[config.mk]
export PLATFORM = sky130hd
export DESIGN_NAME = udma_hyper_twd_splitter
export DESIGN_NICKNAME = d
export VERILOG_FILES = /design/src/rtl/udma_hyper_twd_splitter.sv
export SDC_FILE = /design/constraint.sdc
export NUM_CORES = 1
export LEC_CHECK = 0
export BUFFER_PORTS_ARGS = -buffer_cell sky130_fd_sc_hd__buf_2
export CORE_MARGIN = 2
export CORE_UTILIZATION = 45
export CTS_CLUSTER_SIZE = 28
export DETAILED_ROUTE_END_ITERATION = 8
export PLACE_DENSITY = 0.7
export SLEW_MARGIN = 20
export SYNTH_ARGS = -nofsm -noshare
export SYNTH_HDL_FRONTEND = slang
export SYNTH_SLANG_ARGS = --single-unit
[constraint.sdc]
create_clock -name clk_i -period 22.3 [get_ports clk_i]
set_input_delay 1.115 -clock clk_i [delete_from_list [all_inputs] [get_ports clk_i]]
set_output_delay 1.115 -clock clk_i [all_outputs]
set_load 0.005 [all_outputs]
[src/rtl/udma_hyper_twd_splitter.sv]
// udma_hyper_twd_splitter
// Pops packed Hyperbus transaction commands and issues them as a sequence of
// contiguous sub-transactions. The transfer is split at row boundaries when 2D
// mode is active on the Hyper side, the L2 side, or both.

module udma_hyper_twd_splitter #(
  parameter int L2_AWIDTH_NOAL = 12,
  parameter int TRANS_SIZE     = 16,
  localparam int CMD_W = L2_AWIDTH_NOAL*2 + TRANS_SIZE*6 + 32 + 16 + 5
) (
  input  logic                      clk_i,
  input  logic                      rst_ni,

  input  logic [CMD_W-1:0]          trans_cmd_data_i,
  input  logic                      trans_cmd_valid_i,
  output logic                      trans_cmd_ready_o,

  output logic [31:0]               sub_hyper_addr_o,
  output logic [L2_AWIDTH_NOAL-1:0] sub_l2_addr_o,
  output logic [TRANS_SIZE-1:0]     sub_len_o,
  output logic                      sub_rw_o,
  output logic                      sub_addr_space_o,
  output logic                      sub_burst_type_o,
  output logic [15:0]               sub_intreg_o,
  output logic                      sub_last_o,
  output logic                      sub_valid_o,
  input  logic                      sub_ready_i,

  output logic                      trans_done_o,
  output logic                      busy_o
);

  typedef enum logic {
    IDLE  = 1'b0,
    ISSUE = 1'b1
  } state_t;

  // Unpacked command fields
  logic [L2_AWIDTH_NOAL-1:0] cmd_rx_start;
  logic [TRANS_SIZE-1:0]     cmd_rx_size;
  logic [L2_AWIDTH_NOAL-1:0] cmd_tx_start;
  logic [TRANS_SIZE-1:0]     cmd_tx_size;
  logic [31:0]               cmd_hyper_addr;
  logic [15:0]               cmd_intreg;
  logic                      cmd_rw;
  logic                      cmd_addr_space;
  logic                      cmd_burst_type;
  logic                      cmd_ext_act;
  logic [TRANS_SIZE-1:0]     cmd_ext_count;
  logic [TRANS_SIZE-1:0]     cmd_ext_stride;
  logic                      cmd_l2_act;
  logic [TRANS_SIZE-1:0]     cmd_l2_count;
  logic [TRANS_SIZE-1:0]     cmd_l2_stride;

  // Values selected by the read/write direction of the incoming command
  logic [L2_AWIDTH_NOAL-1:0] sel_l2_start;
  logic [TRANS_SIZE-1:0]     sel_total;

  // Transfer state
  state_t                    state;
  logic [TRANS_SIZE-1:0]     remaining;
  logic [31:0]               hyper_row_base;
  logic [31:0]               hyper_addr;
  logic [TRANS_SIZE-1:0]     ext_row_rem;
  logic [L2_AWIDTH_NOAL-1:0] l2_row_base;
  logic [L2_AWIDTH_NOAL-1:0] l2_addr;
  logic [TRANS_SIZE-1:0]     l2_row_rem;

  // Latched sideband and 2D geometry
  logic                      ext_en;
  logic                      l2_en;
  logic [TRANS_SIZE-1:0]     ext_count_q;
  logic [TRANS_SIZE-1:0]     ext_stride_q;
  logic [TRANS_SIZE-1:0]     l2_count_q;
  logic [TRANS_SIZE-1:0]     l2_stride_q;
  logic                      rw_q;
  logic                      addr_space_q;
  logic                      burst_type_q;
  logic [15:0]               intreg_q;

  // Registered handshake outputs
  logic                      sub_valid_q;
  logic                      cmd_ready_q;
  logic                      done_q;

  // Combinational chunk and next-address values
  logic [TRANS_SIZE-1:0]     chunk;
  logic                      is_last;
  logic [TRANS_SIZE-1:0]     ext_rem_dec;
  logic [TRANS_SIZE-1:0]     l2_rem_dec;
  logic [31:0]               hyper_base_next;
  logic [31:0]               hyper_addr_next;
  logic [TRANS_SIZE-1:0]     ext_rem_next;
  logic [L2_AWIDTH_NOAL-1:0] l2_base_next;
  logic [L2_AWIDTH_NOAL-1:0] l2_addr_next;
  logic [TRANS_SIZE-1:0]     l2_rem_next;

  assign {cmd_rx_start, cmd_rx_size, cmd_tx_start, cmd_tx_size,
          cmd_hyper_addr, cmd_intreg, cmd_rw, cmd_addr_space, cmd_burst_type,
          cmd_ext_act, cmd_ext_count, cmd_ext_stride,
          cmd_l2_act, cmd_l2_count, cmd_l2_stride} = trans_cmd_data_i;

  assign sel_l2_start = cmd_rw ? cmd_rx_start : cmd_tx_start;
  assign sel_total    = cmd_rw ? cmd_rx_size  : cmd_tx_size;

  // Largest contiguous piece: bounded by what is left overall and by the
  // remainder of the current row on each side running in 2D mode
  always_comb begin
    chunk = remaining;
    if (ext_en && (ext_row_rem < chunk)) begin
      chunk = ext_row_rem;
    end
    if (l2_en && (l2_row_rem < chunk)) begin
      chunk = l2_row_rem;
    end
  end

  // The last flag is only meaningful while a sub-transaction is presented;
  // idle registers would otherwise compare 0 == 0
  assign is_last = (state == ISSUE) && (chunk == remaining);

  // Hyper-side address advance: jump to the next row start when the row is
  // exhausted, otherwise continue linearly; arithmetic wraps at 32 bits
  always_comb begin
    ext_rem_dec     = ext_row_rem - chunk;
    hyper_base_next = hyper_row_base;
    hyper_addr_next = hyper_addr + 32'(chunk);
    ext_rem_next    = ext_row_rem;
    if (ext_en) begin
      ext_rem_next = ext_rem_dec;
      if (ext_rem_dec == '0) begin
        hyper_base_next = hyper_row_base + 32'(ext_stride_q);
        hyper_addr_next = hyper_row_base + 32'(ext_stride_q);
        ext_rem_next    = ext_count_q;
      end
    end
  end

  // L2-side address advance, same scheme, wrapping at the L2 address width
  always_comb begin
    l2_rem_dec   = l2_row_rem - chunk;
    l2_base_next = l2_row_base;
    l2_addr_next = l2_addr + L2_AWIDTH_NOAL'(chunk);
    l2_rem_next  = l2_row_rem;
    if (l2_en) begin
      l2_rem_next = l2_rem_dec;
      if (l2_rem_dec == '0) begin
        l2_base_next = l2_row_base + L2_AWIDTH_NOAL'(l2_stride_q);
        l2_addr_next = l2_row_base + L2_AWIDTH_NOAL'(l2_stride_q);
        l2_rem_next  = l2_count_q;
      end
    end
  end

  // Command accept / sub-transaction issue state machine
  always_ff @(posedge clk_i or negedge rst_ni) begin
    if (!rst_ni) begin
      state          <= IDLE;
      remaining      <= '0;
      hyper_row_base <= '0;
      hyper_addr     <= '0;
      ext_row_rem    <= '0;
      l2_row_base    <= '0;
      l2_addr        <= '0;
      l2_row_rem     <= '0;
      ext_en         <= 1'b0;
      l2_en          <= 1'b0;
      ext_count_q    <= '0;
      ext_stride_q   <= '0;
      l2_count_q     <= '0;
      l2_stride_q    <= '0;
      rw_q           <= 1'b0;
      addr_space_q   <= 1'b0;
      burst_type_q   <= 1'b0;
      intreg_q       <= '0;
      sub_valid_q    <= 1'b0;
      cmd_ready_q    <= 1'b1;
      done_q         <= 1'b0;
    end else begin
      done_q <= 1'b0;
      case (state)
        IDLE: begin
          if (trans_cmd_valid_i) begin
            remaining      <= sel_total;
            hyper_row_base <= cmd_hyper_addr;
            hyper_addr     <= cmd_hyper_addr;
            ext_row_rem    <= cmd_ext_count;
            l2_row_base    <= sel_l2_start;
            l2_addr        <= sel_l2_start;
            l2_row_rem     <= cmd_l2_count;
            ext_en         <= cmd_ext_act && (cmd_ext_count != '0);
            l2_en          <= cmd_l2_act && (cmd_l2_count != '0);
            ext_count_q    <= cmd_ext_count;
            ext_stride_q   <= cmd_ext_stride;
            l2_count_q     <= cmd_l2_count;
            l2_stride_q    <= cmd_l2_stride;
            rw_q           <= cmd_rw;
            addr_space_q   <= cmd_addr_space;
            burst_type_q   <= cmd_burst_type;
            intreg_q       <= cmd_intreg;
            if (sel_total != '0) begin
              state       <= ISSUE;
              sub_valid_q <= 1'b1;
              cmd_ready_q <= 1'b0;
            end else begin
              done_q <= 1'b1;
            end
          end
        end
        ISSUE: begin
          if (sub_ready_i) begin
            remaining      <= remaining - chunk;
            hyper_row_base <= hyper_base_next;
            hyper_addr     <= hyper_addr_next;
            ext_row_rem    <= ext_rem_next;
            l2_row_base    <= l2_base_next;
            l2_addr        <= l2_addr_next;
            l2_row_rem     <= l2_rem_next;
            if (is_last) begin
              state       <= IDLE;
              sub_valid_q <= 1'b0;
              cmd_ready_q <= 1'b1;
              done_q      <= 1'b1;
            end
          end
        end
        default: begin
          state       <= IDLE;
          sub_valid_q <= 1'b0;
          cmd_ready_q <= 1'b1;
        end
      endcase
    end
  end

  assign trans_cmd_ready_o = cmd_ready_q;
  assign sub_valid_o       = sub_valid_q;
  assign trans_done_o      = done_q;
  assign busy_o            = (state == ISSUE);

  assign sub_hyper_addr_o  = hyper_addr;
  assign sub_l2_addr_o     = l2_addr;
  assign sub_len_o         = chunk;
  assign sub_last_o        = is_last;
  assign sub_rw_o          = rw_q;
  assign sub_addr_space_o  = addr_space_q;
  assign sub_burst_type_o  = burst_type_q;
  assign sub_intreg_o      = intreg_q;

endmodule
; ---- After elaboration in Yosys (flattened, before gate mapping)
; Cells that the tools add are included.
[op_classes]
eq_ne = 9
div_mod_pow = 0
n_addsub = 7
n_mul = 0
bitwise_logic = 1
magnitude_cmp = 2
shift = 0
reduce_logical = 17
mux = 55
[op_table]
columns = op, n
row1 = $mux W32, 7
row2 = $mux W16, 13
row3 = $pmux W32 S2, 2
row4 = $mux W12, 8
row5 = $pmux W16 S2, 3
row6 = $add A32 B16 Y32, 2
row7 = $pmux W12 S2, 2
row8 = $reduce_bool A16 Y1, 3
row9 = $sub A16 B16 Y16, 3
row10 = $logic_not A16 Y1, 2
row11 = $lt A16 B16 Y1, 2
row12 = $add A12 B12 Y12, 2
row13 = $eq A16 B16 Y1, 1
row14 = $mux W1, 16
row15 = $reduce_and A4 Y1, 3
row16 = $ne A2 B1 Y1 const B, 4
row17 = $ne A2 B2 Y1 const B, 4
row18 = $pmux W1 S2, 4
row19 = $reduce_and A3 Y1, 2
row20 = $logic_and A1 B1 Y1, 5
row21 = $reduce_and A2 Y1, 2
row22 = $not A1 Y1, 1
[totals]
mem_bits_rw = 0
wordCells = 112
n_memories = 0
reg_bits = 221
input_bits = 177
rom_bits = 0
out_inout_bits = 84
latch_bits = 0

; ---- Depth between registers and ports, before layout
; Gate-level depths: netlist of the first run.
[depth]
word_depth = 12
mapped_depth = 42
ltp_nobuf = 35

; ---- Worst setup path before layout of the first run
; Ideal clock, no wire load.
[synth_timing]
path_kind = flip-flop to flip-flop
startpoint = register remaining[10]
endpoint = register l2_addr[7], in the netlist sub_l2_addr_o[7]
path_stages_with_launch = 40
slack_ns = 13.474
required_time_ns = 22.174
path_buffers = 7
synth_period_minus_slack_ns = 8.826
setup_ns = 0.126
arrival_ns = 8.700
cell_sequence = dfrtp_1 clkbuf_1 inv_1 ha_1 nand2_1 or3_4 o32a_1 nand2_2 buf_2 mux2i_1 ha_1 a211oi_1 o21ai_0 a211oi_1 o21ai_0 a31oi_1 clkbuf_1 nand2_1 (+4 left out) inv_1 ha_1 a31oi_1 a21oi_1 a2111oi_2 o41ai_1 o31ai_2 nand2_1 a211oi_1 nor2_1 or4_1 nor4_1 nor2b_1 clkbuf_1 nand2_1 buf_2 a311oi_1 nor2_1
[synth_via]
elab_chain_len = 12
elab_cells_between_ends = 13
classes_between = add/sub (2) / order compare (2) / mux (6) / reduce/logical (3)
[synth_lines]
columns = item, line_no
row1 = from (decl), 61  ; logic [TRANS_SIZE-1:0] remaining;
row2 = from (signal assigned), 184  ; remaining <= sel_total;
row3 = from (signal assigned), 212  ; remaining <= remaining - chunk;
row4 = $lt A16 B16 Y1, 110  ; if (ext_en && (ext_row_rem < chunk)) begin
row5 = $logic_and A1 B1 Y1, 110
row6 = $mux W16 (*), 110
row7 = $lt A16 B16 Y1, 113  ; if (l2_en && (l2_row_rem < chunk)) begin
row8 = $logic_and A1 B1 Y1, 113
row9 = $mux W16 (*), 113
row10 = via sub_len_o[0], 20  ; output logic [TRANS_SIZE-1:0] sub_len_o,
row11 = $sub A16 B16 Y16, 141  ; l2_rem_dec = l2_row_rem - chunk;
row12 = $logic_not A16 Y1, 147  ; if (l2_rem_dec == '0) begin
row13 = $mux W12, 147
row14 = $mux W12 (*), 145  ; if (l2_en) begin
row15 = $mux W12 (*), 211  ; if (sub_ready_i) begin
row16 = $pmux W12 S2 (*), 181  ; case (state)
row17 = to (signal assigned), 189  ; l2_addr <= sel_l2_start;
row18 = to (signal assigned), 217  ; l2_addr <= l2_addr_next;
row19 = to (decl), 66  ; logic [L2_AWIDTH_NOAL-1:0] l2_addr;
; The timed path passes the listed nets; every way through them passes the cells marked *. The select of a mux whose other input is x is not followed.
; A chain may end at the register's enable or synchronous reset.

; ---- Worst setup path in the final report of the first run
[layout_timing]
startpoint = register remaining[13]
endpoint = register hyper_row_base[22]
[layout_via]
elab_chain_len = 10
[layout_lines]
columns = item, line_no
row1 = $lt A16 B16 Y1, 110
row2 = $logic_and A1 B1 Y1, 110
row3 = $mux W16 (*), 110
row4 = $lt A16 B16 Y1, 113
row5 = $logic_and A1 B1 Y1, 113
row6 = $mux W16 (*), 113
row7 = $sub A16 B16 Y16 (*), 125  ; ext_rem_dec = ext_row_rem - chunk;
row8 = $logic_not A16 Y1 (*), 131  ; if (ext_rem_dec == '0) begin
row9 = $ne A2 B1 Y1 (no line) (*), n/a
row10 = $reduce_and A4 Y1 (no line) (*), n/a
row11 = to (signal assigned), 185  ; hyper_row_base <= cmd_hyper_addr;
row12 = to (signal assigned), 213  ; hyper_row_base <= hyper_base_next;
row13 = to (decl), 62  ; logic [31:0] hyper_row_base;
; Every way passes the cells marked *; elsewhere a longest branch is shown, timed or not.

==> results of run 1 <==
## area by class of cell
class | instances | area (um^2) | area share (%)
flip-flops and latches | 221 | 5540 | 27.2
well taps | 518 | 648 | 3.19
repair buffers | 283 | 1490 | 7.35
clock inverters | 11 | 158 | 0.775
clock buffers | 41 | 820 | 4.03
multi-input cells | 1791 | 11200 | 55.3
inverters | 113 | 427 | 2.10
## through the flow
step           power (mW)  utilization, %  cells
2_1_floorplan        2.79               -   2260
3_3_place_gp         3.51            49.8   2926
3_5_place_dp         3.57            49.8   2926
4_1_cts              4.08            52.4   2978
5_1_grt              4.46            52.4   2978
6_report             4.12            52.4   2978
## worst max-delay path, delay by kind of cell, from the launching register on
kind | cells | cell delay [ns]
adders and majority gates | 4 | 1.24
DFF | 1 | 0.41
muxes | 1 | 0.79
and+or+nand+nor | 8 | 3.29
AOI/OAI and AO/OA | 12 | 3.66
buffers and inverters | 4 | 1.17
xor gates and xnor gates | 2 | 0.23
## routing by layer
layer	vias to the layer above	wire [um]	GRT usage [%]
li1	8457	-	-
met1	8732	26600	39.5
met2	722	29600	49.5
met3	138	5340	7.17
met4	4	2600	11.9
met5	-	26	0
## placed cells by master, fill, tap and decap left out, types with 12 or more instances in the layout
master     instances
ha_1              87
maj3_1            23
mux2i_1           70
nand2_1          421
nand3_1           74
o21a_1            13
xor2_1            29
and3_1            17
a31oi_1           30
nor2_1           143
clkbuf_16         28
buf_4             27
nor2b_1           13
o31ai_1           21
nor4_1            19
a211oi_1          35
nor3_1            52
nand4_1           21
buf_2            255
o21ai_1           20
o21ai_0          144
a21oi_1          152
xnor2_1          105
inv_1            104
dfrtp_1          219
a21o_1            32
o22ai_1           40
a221oi_1          12
## report_power, final
part	internal, mW	total [mW]	switching [mW]	leakage (nW)
registers	0.550	0.743	0.193	2.67
logic	1.16	2.89	1.73	6.40
clock network	0.290	0.486	0.196	0.480
total	2.00	4.12	2.12	9.55
## cell families after synthesis
group	Yosys count	share of synthesized area (%)
adders and majority gates	114	7.78
and+or+nand+nor	818	20.3
buffers and inverters	248	5.74
DFF	221	31.2
AOI/OAI and AO/OA	645	23.8
muxes	80	4.64
xor gates and xnor gates	134	6.61
## registers in the layout, indices dropped and copies added, names as in the netlist, 16 cells and up
register and cells:
ext_row_rem 16, sub_hyper_addr_o 32, ext_stride_q 16, sub_intreg_o 16, remaining 16, l2_row_rem 16
hyper_row_base 32, ext_count_q 16, l2_count_q 16
## path summary, 6_finish.rpt
kind	from	end	slack (ns)	depth (start not counted)
hold reg to reg	sub_intreg_o[14]	sub_intreg_o[14]	0.47	2
min in group asynchronous	rst_ni	ext_stride_q[14]	0.53	1
hold / removal	sub_intreg_o[14]	sub_intreg_o[14]	0.47	2
setup reg to reg	remaining[13]	hyper_row_base[22]	11.37	31
setup / recovery	remaining[13]	hyper_row_base[22]	11.37	31
max in group asynchronous	rst_ni	l2_row_rem[8]	19.50	3
==> metrics.yaml, run 1 <==
start_kind: "flip-flop"
fin_crit_sh_pct: 49.0
async_reset_ff_share_pct: 100
drive_gt1_share_pct: 15.8
initial_utilization_pct: 45.7
die_w_um: 203
fin_nets: 2704
cap_viol_max_count: 0
p_leak_nw: 9.55
layout_setup_ws_ns: 11.37
crit_type: "flip-flop to flip-flop"
max_stage_delay_ns: 0.79
synth_cell_types: 98
hold_ws_ns: 0.473
slew_headroom_pct: 33.6
netlist.area_leader.share_pct: 31.0
grt_max_degree: 91
post_drt_via_cell_ratio: 6.06
vias: 18100
power.density_mw_per_mm2: 203
cpMaxStageDelayCell: "mux2i_1"
synth_warnings: 0
cts_sinks: 221
area_growth_pct: 14.5
ios: 261
seq_area_frac_synth_pct: 31.2
clkTransAtPathRegs_ns: 0.06
port_buffers: 256
fillers: 3725
dieArea_mm2: 0.0411
fin_area_mm2: 0.0203
wirelength_mm: 64.1
cts_resized: 0
setup.worst_path.end_class: "flip-flop"
syn_area_mm2: 0.0178
worstMarginPinSlew_ns: 0.996
synth.most_common_cell: "nand2_1"
grt_pass1_vias: 17700
synthTopCellsByArea: "dfrtp_1 (31%), nand2_1 (8.9%), ha_1 (6.1%)"
postCtsSetupBuffers: 0
clockBufferDepth: 3
synth-edff-count: 0
cts-hold-fix-buffers: 0
outcome: "finished, final reports clean"
synth.top_cells.by_count: "nand2_1 (422), dfrtp_1 (220), a21oi_1 (153)"
yosys.area.top_type: "dfrtp_1"
final_period_minus_worst_setup_slack_ns: 10.93
grt_overflow: 0
grt_pass1_wl_mm: 99.9
gp_congestion: 0.994
antenna_found_initial: 2
clock-root-buffer: "clkbuf_16"
synth_cells: 2260
wl_per_cell_um: 21.5
avgSynthCellArea_um2: 7.86
htree_levels: 1
die_h_um: 203
track_usage_pct: 30.6
place_ws_ns: 11.61
core_mm2: 0.0388
clock_latency_ns: 0.59
setup_viol_count_final: 0
numCtsBuffers: 28
rsz0062_at_grt: "false"
worstPathRequired_ns: 22.83
synth.ff_latch_count: 221
setup_tns_ns: 0
drc: 0
finalHoldViolations: 0
critPathArrivalTime_ns: 11.46
synth_fp_nets: 2526
rows: 72
vdd_ir_drop_max_mv: 0.0862
n_antenna_cell: 0
placed_area_mm2: 0.0194
fin_skew_ns: 0.0136
hold_path.class: "flip-flop to flip-flop"
critical_path.max_fanout: 26
synth_ff_type: "dfrtp_1"
postRouteAntennaNets: 0
firstDrtPassIters: 6
hpwl_mm: 46.6
cts_tree: "built"
fmax_ghz: 0.0915
slew_viol_final: 0
drt-initial-drc-count: 1452
No activity file was read; power rests on OpenSTA's default activity.
==> run 2: changes to the inputs <==
--- a/config.mk
+++ b/config.mk
@@ -5,6 +5,7 @@
 export SDC_FILE = /design/constraint.sdc
 export NUM_CORES = 1
 export LEC_CHECK = 0
+export ABC_AREA = 1
 export BUFFER_PORTS_ARGS = -buffer_cell sky130_fd_sc_hd__buf_2
 export CORE_MARGIN = 2
 export CORE_UTILIZATION = 45
==> constraint.sdc (replaced) <==
create_clock -name clk_i -period 11.1 [get_ports clk_i]
set_input_delay 0.555 -clock clk_i [delete_from_list [all_inputs] [get_ports clk_i]]
set_output_delay 0.555 -clock clk_i [all_outputs]
set_load 0.005 [all_outputs]
==> metrics.yaml, run 2 <==
outcome: "finished, final reports clean"  # unchanged
layout_setup_ws_ns: 2.13  # was 11.37 ns
synth_cells: 2906  # was 2260
fmax_ghz: 0.111  # was 0.0915 GHz
synthTopCellsByArea: "dfrtp_1 (30%), nand2_1 (21%), inv_1 (6.8%)"  # was dfrtp_1 (31%), nand2_1 (8.9%), ha_1 (6.1%)
grt_pass1_vias: 18700  # was 17700
clkTransAtPathRegs_ns: 0.06  # about the same
cpMaxStageDelayCell: "o21ai_0"  # was mux2i_1
r2r_slack_ns: 2.13  # was 11.37 ns
drive_gt1_share_pct: 12.5  # was 15.8%
async_reset_ff_share_pct: 100  # unchanged
clockBufferDepth: 3  # unchanged
htree_levels: 1  # unchanged
hold-path-endpoint: "ext_stride_q[7]"  # was sub_intreg_o[14]
critPathArrivalTime_ns: 9.45  # was 11.46 ns
rows: 73  # was 72
hpwl_mm: 49.0  # was 46.6 mm
postRouteAntennaNets: 0  # unchanged
setup_viol_count_final: 0  # unchanged
hold_start: "trans_cmd_data_i[40]"  # was sub_intreg_o[14]
setup_tns_ns: 0  # unchanged
synth_ff_type: "dfrtp_1"  # unchanged
finalHoldViolations: 0  # unchanged
regToRegEndpoint: "hyper_row_base[20]"  # was hyper_row_base[22]
fin_skew_ns: 0.0229  # was 0.0136 ns
setup.worst_path.end_class: "flip-flop"  # unchanged
wl_per_cell_um: 17.5  # was 21.5 um
track_usage_pct: 30.3  # was 30.6%
cts_resized: 0  # unchanged
mostFrequentLayoutCells: "nand2_1 (998), inv_1 (327), buf_2 (255)"  # was nand2_1 (421), buf_2 (255), dfrtp_1 (219)
die_h_um: 206  # was 203 um
die_w_um: 206  # was 203 um
drt-initial-drc-count: 1426  # was 1452
numCtsBuffers: 27  # was 28
worst-path-buf-inv: 9  # was 4
worstMarginPinSlew_ns: 1.08  # was 0.996 ns
wirelength_mm: 63.9  # was 64.1 mm
synth-edff-count: 0  # unchanged
avgSynthCellArea_um2: 6.29  # was 7.86 um^2
synth.most_common_cell: "nand2_1"  # unchanged
synth_cell_types: 53  # was 98
slew_viol_final: 0  # unchanged
clock-root-buffer: "clkbuf_16"  # unchanged
netlist.area_leader.share_pct: 30.1  # was 31.0%
rsz0062_at_grt: "false"  # unchanged
max_stage_delay_ns: 0.69  # was 0.79 ns
yosys.area.top_type: "dfrtp_1"  # unchanged
worstPathRequired_ns: 11.58  # was 22.83 ns
fin_crit_sh_pct: 80.8  # was 49.0%
holdPathStages: 3  # was 2
area_growth_pct: 13.9  # was 14.5%
vias: 19800  # was 18100
grt_pass1_wl_mm: 101  # was 99.9 mm
rr_worst_depth: 37  # was 31
syn_area_mm2: 0.0183  # was 0.0178 mm^2
place_ws_ns: 2.41  # was 11.61 ns
crit_top_cell: "nand2_1"
firstDrtPassIters: 6  # unchanged
cts_tree: "built"  # unchanged
antenna_found_initial: 1  # was 2
synth_warnings: 0  # unchanged
grt_max_degree: 97  # was 91
synth.ff_latch_count: 221  # unchanged
hold_path.class: "input port to flip-flop"  # was flip-flop to flip-flop
final_common_cell: "nand2_1"  # unchanged
crit_type: "flip-flop to flip-flop"  # unchanged
fillers: 4070  # was 3725
dieArea_mm2: 0.0422  # was 0.0411 mm^2
final_period_minus_worst_setup_slack_ns: 8.97  # was 10.93 ns
cts_sinks: 221  # unchanged
post_drt_via_cell_ratio: 5.43  # was 6.06
drc: 0  # unchanged
regToRegStartpoint: "ext_row_rem[13]"  # was remaining[13]
slew_headroom_pct: 28.3  # was 33.6%
start_kind: "flip-flop"  # unchanged
port_buffers: 256  # unchanged
placed_cells_incl_taps: 3603  # was 2926
grt_overflow: 0  # unchanged
clock_latency_ns: 0.56  # was 0.59 ns
ios: 261  # unchanged
initial_utilization_pct: 45.8  # was 45.7%
instances_no_fill: 3653  # was 2978
synth_fp_nets: 3172  # was 2526
fin_nets: 3374  # was 2704
core_mm2: 0.0399  # was 0.0388 mm^2
critical_path.max_fanout: 35  # was 26
cap_viol_max_count: 0  # unchanged
gp_congestion: 0.936  # was 0.994
seq_area_frac_synth_pct: 30.3  # was 31.2%
synth.top_cells.by_count: "nand2_1 (1000), inv_1 (329), nand3_1 (239)"  # was nand2_1 (422), dfrtp_1 (220), a21oi_1 (153)
crit_family: "simple AND/OR/NAND/NOR gates"  # was compound AO/OA/AOI/OAI gates
run 2: worst max-delay path by stage:
stage / from / endpoint / slack, ns / depth (start not counted)
final: ext_row_rem[13] / hyper_row_base[20] / 2.13 / 37
after global placement: ext_row_rem[13] / hyper_row_base[31] / 2.48 / 37
after CTS: ext_row_rem[9] / hyper_row_base[20] / 2.35 / 37
after floorplan: remaining[15] / hyper_row_base[21] / 5.19 / 42
after detailed placement: ext_row_rem[9] / hyper_row_base[31] / 2.41 / 37
after global routing: ext_row_rem[5] / hyper_row_base[1] / 1.33 / 37
run 2: logic make-up after synthesis:
family	Yosys count	share of synthesized area, %
fa+ha+maj	89	6.18
compound gates	488	14.3
xor+xnor	57	2.73
flops	221	30.3
simple gates	1612	36.9
buf+inv	439	9.65
run 2: worst reg2reg max path, delay by kind of cell (launching register included):
family                   cells  cell delay (ns)
flip-flops                   1             0.47
AND/OR/NAND/NOR             20             3.51
AO/OA/AOI/OAI                5             1.82
adder cells (fa/ha/maj)      3             1.13
buffers and inverters        9             1.95
run 2: per-layer routing:
metal / up-vias / part of all wire, % / GRT usage (%)
met1: 9239 / 44 / 41.2
met2: 668 / 46 / 49.9
met5: - / 0 / 0
met4: 0 / 3.5 / 10.4
li1: 9797 / - / -
met3: 124 / 6.5 / 3.53
run 2: cell type report:
class | instances | area [um^2] | area share (%)
inverters | 338 | 1270 | 6.11
well taps | 525 | 657 | 3.16
clock buffers | 34 | 762 | 3.66
clock inverters | 14 | 155 | 0.745
repair buffers | 274 | 1430 | 6.86
diodes | 1 | 2.50 | 0.0120
flip-flops and latches | 221 | 5540 | 26.6
multi-input cells | 2246 | 11000 | 52.9
run 2: through the flow:
step / cell area [um^2] / hold slack [ns] / utilization [%]
final: 20800 / 0.192 / 52.2
after global routing: 20800 / 0.191 / 52.2
after CTS: 20800 / 0.172 / 52.1
after detailed placement: 19900 / 0.460 / 49.8
after global placement: 19900 / 0.459 / 49.8
after floorplan: 18300 / 0.259 / -
run 2: repair_timing:
item | CTS | global route
hold buffers | 1 | 0
setup buffers | 0 | 0
hold endpoints to repair | 2 | 0
Power of run 2 is left out: the tool's default activity adds up to more than one toggle a clock period on the data nets, which glitch-free logic cannot reach.
==> run 3: changes to the inputs <==
--- a/config.mk
+++ b/config.mk
@@ -5,7 +5,7 @@
 export SDC_FILE = /design/constraint.sdc
 export NUM_CORES = 1
 export LEC_CHECK = 0
-export ABC_AREA = 1
+export ABC_AREA = 0
 export BUFFER_PORTS_ARGS = -buffer_cell sky130_fd_sc_hd__buf_2
 export CORE_MARGIN = 2
 export CORE_UTILIZATION = 45
==> constraint.sdc (replaced) <==
create_clock -name clk_i -period 8.75 [get_ports clk_i]
set_input_delay 0.4375 -clock clk_i [delete_from_list [all_inputs] [get_ports clk_i]]
set_output_delay 0.4375 -clock clk_i [all_outputs]
set_load 0.005 [all_outputs]
==> metrics.yaml, run 3 (synthesis results as in run 1) <==
postRouteAntennaNets: 0  # unchanged
rr_worst_depth: 39  # was 37
cap_viol_max_count: 0  # unchanged
power_mw: 11.7
grt_pass1_vias: 18400  # was 18700
setup_viol_count_final: 0  # unchanged
crit_cells: 39  # was 37
clock-root-buffer: "clkbuf_16"  # unchanged
crit_top_cell: "buf_4"  # was nand2_1
seq_area_mm2: 0.00554  # unchanged
p_leak_nw: 10.3
die_w_um: 203  # was 206 um
critPathArrivalTime_ns: 8.79  # was 9.45 ns
grt_overflow: 0  # unchanged
drt-initial-drc-count: 1448  # was 1426
grt_max_degree: 87  # was 97
cts_sinks: 221  # unchanged
fin_nets: 2865  # was 3374
fin_skew_ns: 0.0137  # was 0.0229 ns
clkTransAtPathRegs_ns: 0.06  # about the same
finalHoldViolations: 0  # unchanged
clock_latency_ns: 0.59  # was 0.56 ns
wirelength_mm: 65.9  # was 63.9 mm
final_period_minus_worst_setup_slack_ns: 8.36  # was 8.97 ns
outcome: "finished, final reports clean"  # unchanged
hpwl_mm: 48.7  # was 49.0 mm
firstDrtPassIters: 6  # unchanged
track_usage_pct: 31.6  # was 30.3%
slew_viol_final: 0  # unchanged
start_kind: "flip-flop"  # unchanged
fillers: 3667  # was 4070
crit_family: "simple AND/OR/NAND/NOR gates"  # unchanged
max_stage_delay_ns: 0.50  # was 0.69 ns
crit_type: "flip-flop to flip-flop"  # unchanged
hold-path-endpoint: "ext_stride_q[4]"  # was ext_stride_q[7]
drc: 0  # unchanged
post_drt_via_cell_ratio: 6.00  # was 5.43
cts_tree: "built"  # unchanged
worstPathRequired_ns: 9.18  # was 11.58 ns
wl_per_cell_um: 21.0  # was 17.5 um
dieArea_mm2: 0.0411  # was 0.0422 mm^2
multi_input_comb_area_mm2: 0.0113  # was 0.0110 mm^2
die_h_um: 203  # was 206 um
holdPathStages: 3  # unchanged
worst-path-buf-inv: 11  # was 9
drive_gt1_share_pct: 21.1  # was 12.5%
area_growth_pct: 21.9  # was 13.9%
grt_pass1_wl_mm: 103  # was 101 mm
clockBufferDepth: 3  # unchanged
r2r_slack_ns: 0.39  # was 2.13 ns
numCtsBuffers: 28  # was 27
hold_ws_ns: 0.0358  # was 0.192 ns
cpMaxStageDelayCell: "or4_1"  # was o21ai_0
layout_setup_ws_ns: 0.386  # was 2.13 ns
gp_congestion: 0.956  # was 0.936
antenna_found_initial: 1  # unchanged
rows: 72  # was 73
fmax_ghz: 0.120  # was 0.111 GHz
n_antenna_cell: 0  # was 1
initial_utilization_pct: 45.7  # was 45.8%
regToRegEndpoint: "hyper_row_base[17]"  # was hyper_row_base[20]
hold_start: "trans_cmd_data_i[37]"  # was trans_cmd_data_i[40]
fin_crit_sh_pct: 95.6  # was 80.8%
core_mm2: 0.0388  # was 0.0399 mm^2
power.density_mw_per_mm2: 540
ios: 261  # unchanged
place_ws_ns: -0.0498  # was 2.41 ns
worstMarginPinSlew_ns: 0.971  # was 1.08 ns
vias: 18800  # was 19800
vdd_ir_drop_max_mv: 0.248
mostFrequentLayoutCells: "nand2_1 (420), buf_2 (255), dfrtp_1 (219)"  # was nand2_1 (998), inv_1 (327), buf_2 (255)
htree_levels: 1  # unchanged
setup.worst_path.end_class: "flip-flop"  # unchanged
port_buffers: 256  # unchanged
critical_path.max_fanout: 15  # was 35
slew_headroom_pct: 35.3  # was 28.3%
regToRegStartpoint: "remaining[15]"  # was ext_row_rem[13]
final_common_cell: "nand2_1"  # unchanged
hold_path.class: "input port to flip-flop"  # unchanged
## run 3: metrics by stage
stage               instances  instance area [um^2]  utilization (%)  TNS (ns)
finish                   3138                 21600             55.7         0
detailed placement       3085                 20600             53.0   -0.0985
global placement         3085                 20600             53.0         0
CTS                      3137                 21600             55.5         0
global route             3138                 21600             55.7   -0.0241
floorplan                2260                 17800                -         0
## run 3: how the worst max path moves through the flow
stage               startpoint              endpoint  slack (ns)
2_1_floorplan    remaining[10]      sub_l2_addr_o[7]        0.02
5_1_grt          remaining[15]      sub_l2_addr_o[7]       -0.02
6_report         remaining[15]    hyper_row_base[17]        0.39
4_1_cts        ext_row_rem[15]  sub_hyper_addr_o[29]        0.16
3_5_place_dp   ext_row_rem[13]  sub_hyper_addr_o[22]       -0.05
3_3_place_gp     remaining[15]    hyper_row_base[17]        0.09
## run 3: what timing repair did
item	4_1_cts	5_1_grt
hold endpoints to repair	84	0
setup endpoints to repair	37	116
hold buffers	1	0
pin swaps	0	1
resized for setup	3	10
buffers inserted	0	1
gates cloned	0	0
## run 3: final cells by class
| class | count | area share (%) |
|---|---|---|
| sequential | 221 | 25.6 |
| clock inverter | 8 | 0.648 |
| timing repair buffer | 444 | 12.6 |
| clock buffer | 43 | 3.82 |
| inverter | 113 | 1.97 |
| tap | 518 | 3.00 |
| multi-input combinational | 1791 | 52.4 |
## run 3: metal layers
layer / GRT usage [%] / vias to the layer above / share of wire (%)
li1: - / 8769 / -
met1: 40.4 / 9050 / 41
met2: 51.8 / 821 / 46
met3: 5.92 / 176 / 7.5
met4: 14.3 / 2 / 5.1
met5: 0 / - / 0.021
## run 3: power by group
group	internal, mW	switching (mW)
Sequential	1.40	0.445
Clock	0.738	0.495
Combinational	3.88	4.72
Total	6.02	5.66
## run 3: worst min-delay path: cells and delay by family
kind / cells / cell delay [ns]
AND/OR/NAND/NOR: 2 / 0.08
buffers and inverters: 1 / 0.07
